[config.mk]
export PLATFORM = sky130hd
export DESIGN_NAME = ex_stage_mc
export DESIGN_NICKNAME = d
export VERILOG_FILES = /design/src/rtl/ex_stage_mc.sv
export SDC_FILE = /design/constraint.sdc
export NUM_CORES = 1
export LEC_CHECK = 0
export BUFFER_PORTS_ARGS = -buffer_cell sky130_fd_sc_hd__buf_2
export CAP_MARGIN = 10
export CORE_MARGIN = 2
export CORE_UTILIZATION = 45
export CTS_BUF_LIST = sky130_fd_sc_hd__clkbuf_8
export DETAILED_ROUTE_END_ITERATION = 10
export GPL_TIMING_DRIVEN = 0
export HOLD_SLACK_MARGIN = 0.12
export PLACE_DENSITY = 0.72
export RECOVER_POWER = 50
export SETUP_SLACK_MARGIN = 0.4
export SYNTH_ARGS = -nofsm -noshare
export SYNTH_HDL_FRONTEND = slang
export SYNTH_SLANG_ARGS = --single-unit
[constraint.sdc]
create_clock -name clk -period 8.09 [get_ports clk]
set_input_delay 1.618 -clock clk [delete_from_list [all_inputs] [get_ports clk]]
set_output_delay 1.618 -clock clk [all_outputs]
set_load 0.02 [all_outputs]
[src/rtl/ex_stage_mc.sv]
// ex_stage_mc: execute stage with Val2, ALU, iterative MUL/MLA, EX/MEM reg.
// Option: EX_MUL_EARLY_TERM_EN ends a multiply once the multiplier is spent.
module ex_stage_mc #(
  parameter int DATA_W   = 32,
  parameter int ADDR_W   = 32,
  parameter int IMM_W    = 24,
  parameter int MUL_BITS = 1
) (
  input  logic              clk,
  input  logic              rst,
  input  logic              in_valid,
  output logic              in_ready,
  input  logic              flush,
  input  logic [ADDR_W-1:0] pc_in,
  input  logic [3:0]        status_in,
  input  logic [DATA_W-1:0] op1,
  input  logic [DATA_W-1:0] op2,
  input  logic [DATA_W-1:0] acc_in,
  input  logic [IMM_W-1:0]  signed_imm,
  input  logic [11:0]       shift_operand,
  input  logic              is_immediate,
  input  logic [3:0]        exec_cmd,
  input  logic              mem_read,
  input  logic              mem_write,
  input  logic              wb_en,
  input  logic [3:0]        dest,
  output logic              out_valid,
  input  logic              out_ready,
  output logic [DATA_W-1:0] alu_result,
  output logic [3:0]        status_out,
  output logic [ADDR_W-1:0] branch_address,
  output logic              out_mem_read,
  output logic              out_mem_write,
  output logic              out_wb_en,
  output logic [3:0]        out_dest,
  output logic              busy
);

  localparam int K  = DATA_W / MUL_BITS;
  localparam int CW = $clog2(K + 1);

  localparam logic [3:0] C_MOV = 4'b0001;
  localparam logic [3:0] C_MVN = 4'b1001;
  localparam logic [3:0] C_ADD = 4'b0010;
  localparam logic [3:0] C_ADC = 4'b0011;
  localparam logic [3:0] C_SUB = 4'b0100;
  localparam logic [3:0] C_SBC = 4'b0101;
  localparam logic [3:0] C_AND = 4'b0110;
  localparam logic [3:0] C_ORR = 4'b0111;
  localparam logic [3:0] C_EOR = 4'b1000;
  localparam logic [3:0] C_MUL = 4'b1010;
  localparam logic [3:0] C_MLA = 4'b1011;

  typedef enum logic {IDLE, MUL_RUN} state_t;
  state_t state_q, state_d;

  logic [DATA_W-1:0] mcand_q, mplier_q, acc_q, part_q;
  logic [CW-1:0]     cnt_q;
  logic              mla_q;
  logic [1:0]        cv_q;
  logic [ADDR_W-1:0] br_q;
  logic              mr_q, mw_q, wb_q;
  logic [3:0]        dest_q;

  logic              accept, is_mul, is_mem, mul_done;
  logic              known, c_f, v_f, cin;
  logic [4:0]        sh_amt;
  logic [2*DATA_W-1:0] dbl;
  logic [DATA_W-1:0] val2, b_eff, alu_res;
  logic [DATA_W:0]   sum;
  logic [3:0]        alu_st;
  logic [DATA_W-1:0] step_add, part_nx, mplier_nx, mul_res;
  logic [ADDR_W-1:0] imm_ext, br_addr;

  assign is_mem  = mem_read | mem_write;
  assign is_mul  = (exec_cmd == C_MUL) || (exec_cmd == C_MLA);
  assign busy    = (state_q == MUL_RUN);
  assign in_ready = rst && (state_q == IDLE) && !flush &&
                    (!out_valid || out_ready);
  assign accept  = in_valid && in_ready;
  assign imm_ext = ADDR_W'($signed(signed_imm));
  assign br_addr = pc_in + (imm_ext << 2);

  // Val2: memory offset, rotated immediate, or shifted Rm
  always_comb begin
    val2   = '0;
    dbl    = '0;
    sh_amt = shift_operand[11:7];
    if (is_mem) begin
      val2 = DATA_W'(shift_operand);
    end else if (is_immediate) begin
      dbl  = {DATA_W'(shift_operand[7:0]), DATA_W'(shift_operand[7:0])}
             >> {shift_operand[11:8], 1'b0};
      val2 = dbl[DATA_W-1:0];
    end else begin
      unique case (shift_operand[6:5])
        2'b00:   val2 = op2 << sh_amt;
        2'b01:   val2 = op2 >> sh_amt;
        2'b10:   val2 = $signed(op2) >>> sh_amt;
        default: begin
          dbl  = {op2, op2} >> sh_amt;
          val2 = dbl[DATA_W-1:0];
        end
      endcase
    end
  end

  // Single-cycle ALU with NZCV generation
  always_comb begin
    b_eff   = val2;
    cin     = 1'b0;
    alu_res = '0;
    c_f     = status_in[1];
    v_f     = status_in[0];
    known   = 1'b1;
    if (exec_cmd == C_SUB || exec_cmd == C_SBC) b_eff = ~val2;
    if (exec_cmd == C_ADC || exec_cmd == C_SBC) cin = status_in[1];
    if (exec_cmd == C_SUB) cin = 1'b1;
    sum = {1'b0, op1} + {1'b0, b_eff} + {{DATA_W{1'b0}}, cin};
    case (exec_cmd)
      C_MOV: alu_res = val2;
      C_MVN: alu_res = ~val2;
      C_ADD, C_ADC, C_SUB, C_SBC: begin
        alu_res = sum[DATA_W-1:0];
        c_f     = sum[DATA_W];
        v_f     = (op1[DATA_W-1] == b_eff[DATA_W-1]) &&
                  (sum[DATA_W-1] != op1[DATA_W-1]);
      end
      C_AND: alu_res = op1 & val2;
      C_ORR: alu_res = op1 | val2;
      C_EOR: alu_res = op1 ^ val2;
      default: known = 1'b0;
    endcase
    alu_st = known ? {alu_res[DATA_W-1], alu_res == '0, c_f, v_f} : status_in;
  end

  // Multiply step: partial product update and completion detect
  always_comb begin
    step_add  = mcand_q * DATA_W'(mplier_q[MUL_BITS-1:0]);
    part_nx   = part_q + step_add;
    mplier_nx = mplier_q >> MUL_BITS;
    mul_res   = part_nx + (mla_q ? acc_q : '0);
`ifdef EX_MUL_EARLY_TERM_EN
    mul_done  = (state_q == MUL_RUN) &&
                ((cnt_q == CW'(1)) || (mplier_nx == '0));
`else
    mul_done  = (state_q == MUL_RUN) && (cnt_q == CW'(1));
`endif
  end

  // Next-state logic
  always_comb begin
    state_d = state_q;
    if (flush) begin
      state_d = IDLE;
    end else begin
      unique case (state_q)
        IDLE:    if (accept && is_mul) state_d = MUL_RUN;
        MUL_RUN: if (mul_done) state_d = IDLE;
        default: state_d = IDLE;
      endcase
    end
  end

  // State register
  always_ff @(posedge clk or negedge rst) begin
    if (!rst) state_q <= IDLE;
    else      state_q <= state_d;
  end

  // Multiplier operands and pass-through captured at accept
  always_ff @(posedge clk or negedge rst) begin
    if (!rst) begin
      mcand_q  <= '0;
      mplier_q <= '0;
      acc_q    <= '0;
      part_q   <= '0;
      cnt_q    <= '0;
      mla_q    <= 1'b0;
      cv_q     <= '0;
      br_q     <= '0;
      mr_q     <= 1'b0;
      mw_q     <= 1'b0;
      wb_q     <= 1'b0;
      dest_q   <= '0;
    end else if (accept && is_mul) begin
      mcand_q  <= op1;
      mplier_q <= op2;
      acc_q    <= acc_in;
      part_q   <= '0;
      cnt_q    <= CW'(K);
      mla_q    <= (exec_cmd == C_MLA);
      cv_q     <= status_in[1:0];
      br_q     <= br_addr;
      mr_q     <= mem_read;
      mw_q     <= mem_write;
      wb_q     <= wb_en;
      dest_q   <= dest;
    end else if (state_q == MUL_RUN) begin
      mcand_q  <= mcand_q << MUL_BITS;
      mplier_q <= mplier_nx;
      part_q   <= part_nx;
      cnt_q    <= cnt_q - CW'(1);
    end
  end

  // EX/MEM output register with valid/ready hold
  always_ff @(posedge clk or negedge rst) begin
    if (!rst) begin
      out_valid      <= 1'b0;
      alu_result     <= '0;
      status_out     <= '0;
      branch_address <= '0;
      out_mem_read   <= 1'b0;
      out_mem_write  <= 1'b0;
      out_wb_en      <= 1'b0;
      out_dest       <= '0;
    end else if (flush) begin
      out_valid      <= 1'b0;
    end else if (accept && !is_mul) begin
      out_valid      <= 1'b1;
      alu_result     <= alu_res;
      status_out     <= alu_st;
      branch_address <= br_addr;
      out_mem_read   <= mem_read;
      out_mem_write  <= mem_write;
      out_wb_en      <= wb_en;
      out_dest       <= dest;
    end else if (mul_done) begin
      out_valid      <= 1'b1;
      alu_result     <= mul_res;
      status_out     <= {mul_res[DATA_W-1], mul_res == '0, cv_q};
      branch_address <= br_q;
      out_mem_read   <= mr_q;
      out_mem_write  <= mw_q;
      out_wb_en      <= wb_q;
      out_dest       <= dest_q;
    end else if (out_ready) begin
      out_valid      <= 1'b0;
    end
  end

endmodule

### Yosys cells after proc, flatten, opt, wreduce, memory -nomap -nowiden

Cells that the tools add are included.

| storage, ports and cells | value |
|---|---|
| word-level logic and storage cells | 122 |
| latch bits | 0 |
| register bits | 253 |
| memories kept | 0 |
| memory bits (read-only) | 0 |
| memory bits (writable) | 0 |
| output and inout port bits | 78 |
| input bits | 185 |

| operators by class | value |
|---|---|
| multipliers | 1 |
| order comparisons | 0 |
| reductions and logical operators | 24 |
| equal/unequal tests | 16 |
| $add $sub $neg | 6 |
| divide/modulo/power cells | 0 |
| bitwise operators | 7 |
| shifts and indexed selects | 5 |
| mux-type cells | 42 |

Operators with widths:

| cell | number |
|---|---|
| two-way mux 32 bit | 14 |
| one-hot mux 32 bit (6 select lines) | 1 |
| adder 32 bit | 3 |
| one-hot mux 32 bit (3 select lines) | 1 |
| zero test 32 bit | 2 |
| right shift 64 x 5 -> 32 bit | 1 |
| right shift 40 x 5 -> 32 bit | 1 |
| adder 32 x 32 -> 33 bit | 1 |
| adder 33 x 1 -> 33 bit | 1 |
| bitwise AND 32 bit | 1 |
| multiplier 32 x 1 -> 32 bit | 1 |
| inverter 32 bit | 1 |
| OR 32 bit | 1 |
| << shifter 32 x 5 -> 32 bit | 1 |
| right shift 32 x 5 -> 32 bit | 1 |
| >>> shifter 32 x 5 -> 32 bit | 1 |
| bitwise XOR 32 bit | 1 |
| two-way mux 4 bit | 5 |
| two-way mux 1 bit | 18 |
| == test 4 x 3 -> 1 bit (second input constant) | 4 |
| == test 4 bit (second input constant) | 4 |
| two-way mux 6 bit | 2 |
| OR reduction 9 bit | 1 |
| == test 4 x 2 -> 1 bit (second input constant) | 2 |
| 18 further kinds | 32 |

### Depth between registers and ports, before layout

| depth | value |
|---|---|
| depth after elaboration | 13 |
| gate-level depth with buffers | 26 |

### Least setup slack after synthesis

No wires, ideal clock.

| timing path | value |
|---|---|
| path kind | input port to flip-flop |
| start | input exec_cmd[3] |
| end | register status_out[2] |
| data arrival time | 6.534 ns |
| stages on the path | 23 |
| data required time | 8.013 ns |
| path slack | 1.479 ns |
| library setup time | 0.077 ns |
| cell sequence | clkbuf_1 -> clkbuf_1 -> buf_1 -> nor3b_1 -> buf_1 -> inv_2 -> buf_1 -> o21ai_0 -> fa_1 -> inv_1 -> fa_1 -> nand3b_1 -> a211oi_1 -> o211ai_1 -> nand3_1 -> a2111oi_1 -> xnor2_1 -> a211oi_1 -> nand4_1 -> nor4_2 -> o2111a_1 -> nand4_1 -> a21oi_1 |

| on the way | value |
|---|---|
| word-level cells in the longest chain between the ends | 9 |
| elaborated cells between the ends (all ways) | 30 |

RTL lines:

| element | RTL line | source |
|---|---|---|
| start, declared | 22 | `input logic [3:0] exec_cmd,` |
| == test 4 x 3 -> 1 bit, or another cell as far along | 116, 118, 120 |  |
| logical OR 1 bit, on equally long branches | 116, 117 |  |
| two-way mux 32 bit or two-way mux 1 bit (tied branches) | 116, 117 |  |
| adder 32 x 32 -> 33 bit or two-way mux 1 bit (tied branches) | 119, 118 |  |
| adder 33 x 1 -> 33 bit | 119 | `sum = {1'b0, op1} + {1'b0, b_eff} + {{DATA_W{1'b0}}, cin};` |
| one-hot mux 32 bit (6 select lines) | 120 | `case (exec_cmd)` |
| zero test 32 bit | 134 | `alu_st = known ? {alu_res[DATA_W-1], alu_res == '0, c_f, v_f} : status_in;` |
| two-way mux 4 bit | 134 |  |
| two-way mux 4 bit | 220 | `end else if (accept && !is_mul) begin` |
| end signal, assigned | 223 | `status_out <= alu_st;` |
| end signal, assigned | 232 | `status_out <= {mul_res[DATA_W-1], mul_res == '0, cv_q};` |
| end, declared | 30 | `output logic [3:0] status_out,` |

Parallel ways exist; a longest one is shown, timed or not.
A chain may end at the register's enable or synchronous reset.

### Worst setup path in the final report

| timing path | value |
|---|---|
| start | input shift_operand[10] |
| end | register status_out[2] |

| on the way | value |
|---|---|
| word-level cells in the longest chain between the ends | 12 |
| elaborated cells between the ends (all ways) | 19 |

RTL lines:

| element | RTL line | source |
|---|---|---|
| start, declared | 20 | `input logic [11:0] shift_operand,` |
| right shift 64 x 5 -> 32 bit, or another cell as far along | 101 | `dbl = {op2, op2} >> sh_amt;` |
| one-hot mux 32 bit (3 select lines) | 96 | `unique case (shift_operand[6:5])` |
| two-way mux 32 bit | 91 | `end else if (is_immediate) begin` |
| two-way mux 32 bit (*) | 89 | `if (is_mem) begin` |
| inverter 32 bit | 116, 122 |  |
| two-way mux 32 bit | 116 | `if (exec_cmd == C_SUB \|\| exec_cmd == C_SBC) b_eff = ~val2;` |
| adder 32 x 32 -> 33 bit | 119 |  |
| adder 33 x 1 -> 33 bit | 119 |  |
| one-hot mux 32 bit (6 select lines) (*) | 120 |  |
| zero test 32 bit (*) | 134 |  |
| two-way mux 4 bit (*) | 134 |  |
| two-way mux 4 bit (*) | 220 |  |

Mark *: on every way between the ends. The rest lies on a longest branch, timed or not.

==> flow_summary.toml <==
[floorplanning]
initial_core_util_pct = 45.6
placeableCoreArea_um2 = 56500
rows = 87
die-width_um = 243
die_boundary_height_um = 243
pin_count = 263
die_area_um2 = 59200

[cells_and_area]
finish.instance_area_um2 = 29100
multi_input_comb_area_um2 = 18200
layoutNonFillerInstCount = 4303
final_nets = 3899
final.fill_count = 5541
sequential_cell_area_um2 = 6330
layout-area-overhead-vs-synth_pct = 13.1
drive_above_1_share_pct = 14.8

[synthesis]
synth_enable_flop_cells = 0
ys_seq_area_share_pct = 24.6
postSynth.asyncResetShare_pct = 100
ys_warn_count = 0
synthesis.nets = 3597
synth_seq_cells = 253
synth_ff_type = "dfrtp_1"
synth_cell_type_count = 112
syn_std_cell_area_um2 = 25800
synth.avg_cell_area_um2 = 8.02
synthesized_instance_count = 3216

[global_route]
grt_util_all_layers_pct = 37.5
grt_pass1_vias = 26200
grt_pass1_wl_um = 169000
grt_busiest_layer = "met2"
grt_use_met1_pct = 50.2
grt_max_degree = 127
grt.overflow.total = 0
global_route.usage.met3_pct = 11.2
grt_antenna_before_repair = 4
globalRouteMet2Util_pct = 55.1

[worst_setup_path]
timing.setup.critical_path_class = "in -> reg"
arrival_ns = 8.17
timing.critical_path.cells = "buf_2 > inv_1 > clkbuf_1 > buf_1 > a22oi_1 > a211oi_1 > a21oi_2 > xnor2_1 > ha_1 > and3_1 > a22o_1 > o211ai_1 > nand3_1 > a2111oi_4 > xnor2_1 > a211oi_2 > nand4_1 > nor4_2 > o2111a_1 > nand4_1 > a21oi_1"
timing.critical_path.depth = 21
critPathSlowestCell = "buf_1"
critical_path.top_delay_family = "compound AO/OA/AOI/OAI gates"
rrSetupSlack_ns = 1.54
cp.buffers_inverters = 4
crit_path_start_kind = "input pin"
cp-end-kind = "flip-flop"
timing.critical_path.fanout_max = 10
max_stage_delay_ns = 0.75
worstRegToRegCells = 24
cp.required_ns = 8.61

[timing]
timing.fmax_mhz = 131
postLayoutSetupSlackWorst_ns = 0.441
worst_clock_skew_ns = 0.0187
final-hold-violation-count = 0
timing.hold.ws_ns = 0.467
worstMarginPinSlew_ns = 1.16
timing.final.crit_period_ns = 7.65
final_cycle_utilization_of_the_critical_path_pct = 94.5
grt_setup_unrepaired = "no"
max-slew-margin-rel_pct = 22.5
slew_viol_final = 0
setup_violations = 0

[worst_hold_path]
min_delay_path_depth = 2
min_path_type = "reg -> reg"

[clock_network]
tritoncts.num_buffers = 43
holdBufCountCts = 0
clkLatencyLatePin_ns = 0.60
maximum_level_of_the_cts_h_tree = 2
cts_root_buf = "clkbuf_8"
cts.clk_slew.worst_paths_ns = 0.07
cts_tree = "done"
cts_max_path_buffers = 3
cts.sink_count = 253

[pwr]
vdd_drop_max_mv = 0.158
p_int_mw = 3.39
p_leak_nw = 13.4
pwr-share-clk_pct = 21.4
p_comb_share_pct = 47.7
post-layout-total-power_mw = 6.05
seq_power_share_pct = 30.9
p_per_area_nw_per_um2 = 208
switching_share_of_power_pct = 44.0
switching_power_mw = 2.66

[placed_design]
buffer_ports.inserted = 255
place.detailed.instances = 4229
placement.cell_area_um2 = 28100
gp_congestion = 1.09
pre_cts_slack_ns = -1.63
hpwl_um = 89300

[drt]
dr.first_iter.drc_count = 3660
via_density_per_instance = 6.46
drt-total-wl_um = 115000
drtPass1Iterations = 6
dr_total_vias = 27800
route.antenna.remaining_nets = 0
drc_errors = 0
drt-wirelength-per-cell_um = 26.6

[run]
drv_cap = 0

[outcome]
outcome = "completed"
==> sequential cells by signal, summed over array words and instances (netlist names), 4 cells and up <==
signal and cells:
acc_q 32, alu_result 32, br_q 32, branch_address 32, mcand_q 32, mplier_q 32
part_q 32, cnt_q 6, dest_q 4, out_dest 4, status_out 4
==> power by group through the flow <==
stage | sequential (mW) | clock [mW] | combinational (mW)
after global placement | 1.87 | 0 | 2.78
final | 1.87 | 1.30 | 2.88
after CTS | 1.86 | 1.30 | 2.82
after floorplan | 1.98 | 0 | 1.75
after detailed placement | 1.87 | 0 | 2.80
after global routing | 1.91 | 1.36 | 3.12
==> synth_stat cells (66+ instances only) <==
| master | instances | area share, % |
|---|---|---|
| nand2_1 | 582 | 8.5 |
| clkbuf_1 | 155 | 2.3 |
| ha_1 | 191 | 9.3 |
| a31oi_1 | 66 | 1.6 |
| nor2_1 | 261 | 3.8 |
| inv_1 | 120 | 1.7 |
| mux4_2 | 66 | 5.8 |
| and2_1 | 71 | 1.7 |
| mux2i_1 | 72 | 2.8 |
| xnor2_1 | 112 | 3.8 |
| o21ai_0 | 189 | 3.7 |
| dfrtp_1 | 253 | 25 |
| a21oi_1 | 187 | 3.6 |
==> path summary, 6_finish.rpt <==
check / startpoint / endpoint
min: acc_q[9] / acc_q[9]
max reg2reg: mplier_q[0] / status_out[2]
min reg2reg: acc_q[9] / acc_q[9]
max in group asynchronous: rst / br_q[14]
max: shift_operand[10] / status_out[2]
min in group asynchronous: rst / alu_result[12]
==> kinds of logic (layout without fill, tap and decap cells) <==
| family | Yosys count | in the layout | synth area share [%] |
|---|---|---|---|
| adders and majority gates | 196 | 196 | 9.66 |
| muxes | 177 | 177 | 10.4 |
| AOI/OAI and AO/OA | 900 | 900 | 23.9 |
| buffers and inverters | 342 | 671 | 5.54 |
| xor gates and xnor gates | 161 | 161 | 5.47 |
| other | 0 | 2 | 0 |
| DFF | 253 | 253 | 24.6 |
| and+or+nand+nor | 1187 | 1187 | 20.5 |
==> per-layer routing <==
| layer | vias to the layer above | part of all wire, % |
|---|---|---|
| met4 | 6 | 6.0 |
| met1 | 13300 | 40 |
| li1 | 12200 | - |
| met3 | 407 | 13 |
| met5 | - | 0.032 |
| met2 | 1888 | 41 |
==> repair_timing <==
action,CTS,global route
resized for setup,28,54
gates cloned,0,0
buffers inserted,0,0
endpoints found under the setup margin,17,5
pin swaps,0,2
==> layout by cell type, fill, tap and decap left out, types with 19 or more instances in the layout <==
master,n
dfrtp_1,253
and3_1,19
and2_1,71
a31oi_1,66
buf_2,239
xor2_1,49
nor3_1,40
a21o_1,64
mux2_2,31
a211oi_1,43
a221o_1,40
nand2b_1,31
clkbuf_8,53
a22oi_1,53
clkbuf_2,22
ha_1,191
a21oi_1,185
nor2_1,260
clkbuf_1,176
mux4_2,66
o211ai_1,25
xnor2_1,112
o21ai_0,185
nor2b_1,29
nand4_1,25
nand2_1,581
inv_1,126
mux2i_1,68
o22ai_1,20
nand3_1,57
==> layout make-up <==
class | instances | share of cell area (%)
multi-input cells | 2621 | 62.3
flip-flops and latches | 253 | 21.7
repair buffers | 257 | 4.43
plain buffers | 217 | 3.46
well taps | 756 | 3.25
clock buffers | 53 | 2.50
inverters | 125 | 1.61
clock inverters | 19 | 0.687
diodes | 2 | 0.0172
==> metrics by stage <==
stage	setup TNS (ns)	util (%)
3_5_place_dp	-10.27	49.7
2_1_floorplan	0	-
5_1_grt	0	51.6
3_3_place_gp	-249.78	49.6
4_1_cts	0	51.4
6_report	0	51.6
==> worst register-to-register path, delay by kind of cell (launching register included) <==
family | cells | cell delay, ns
and+or+nand+nor | 3 | 0.84
xor gates and xnor gates | 2 | 0.42
adders and majority gates | 3 | 1.05
AOI/OAI and AO/OA | 16 | 3.64
DFF | 1 | 0.51
Power figures use the tool's default switching activity.
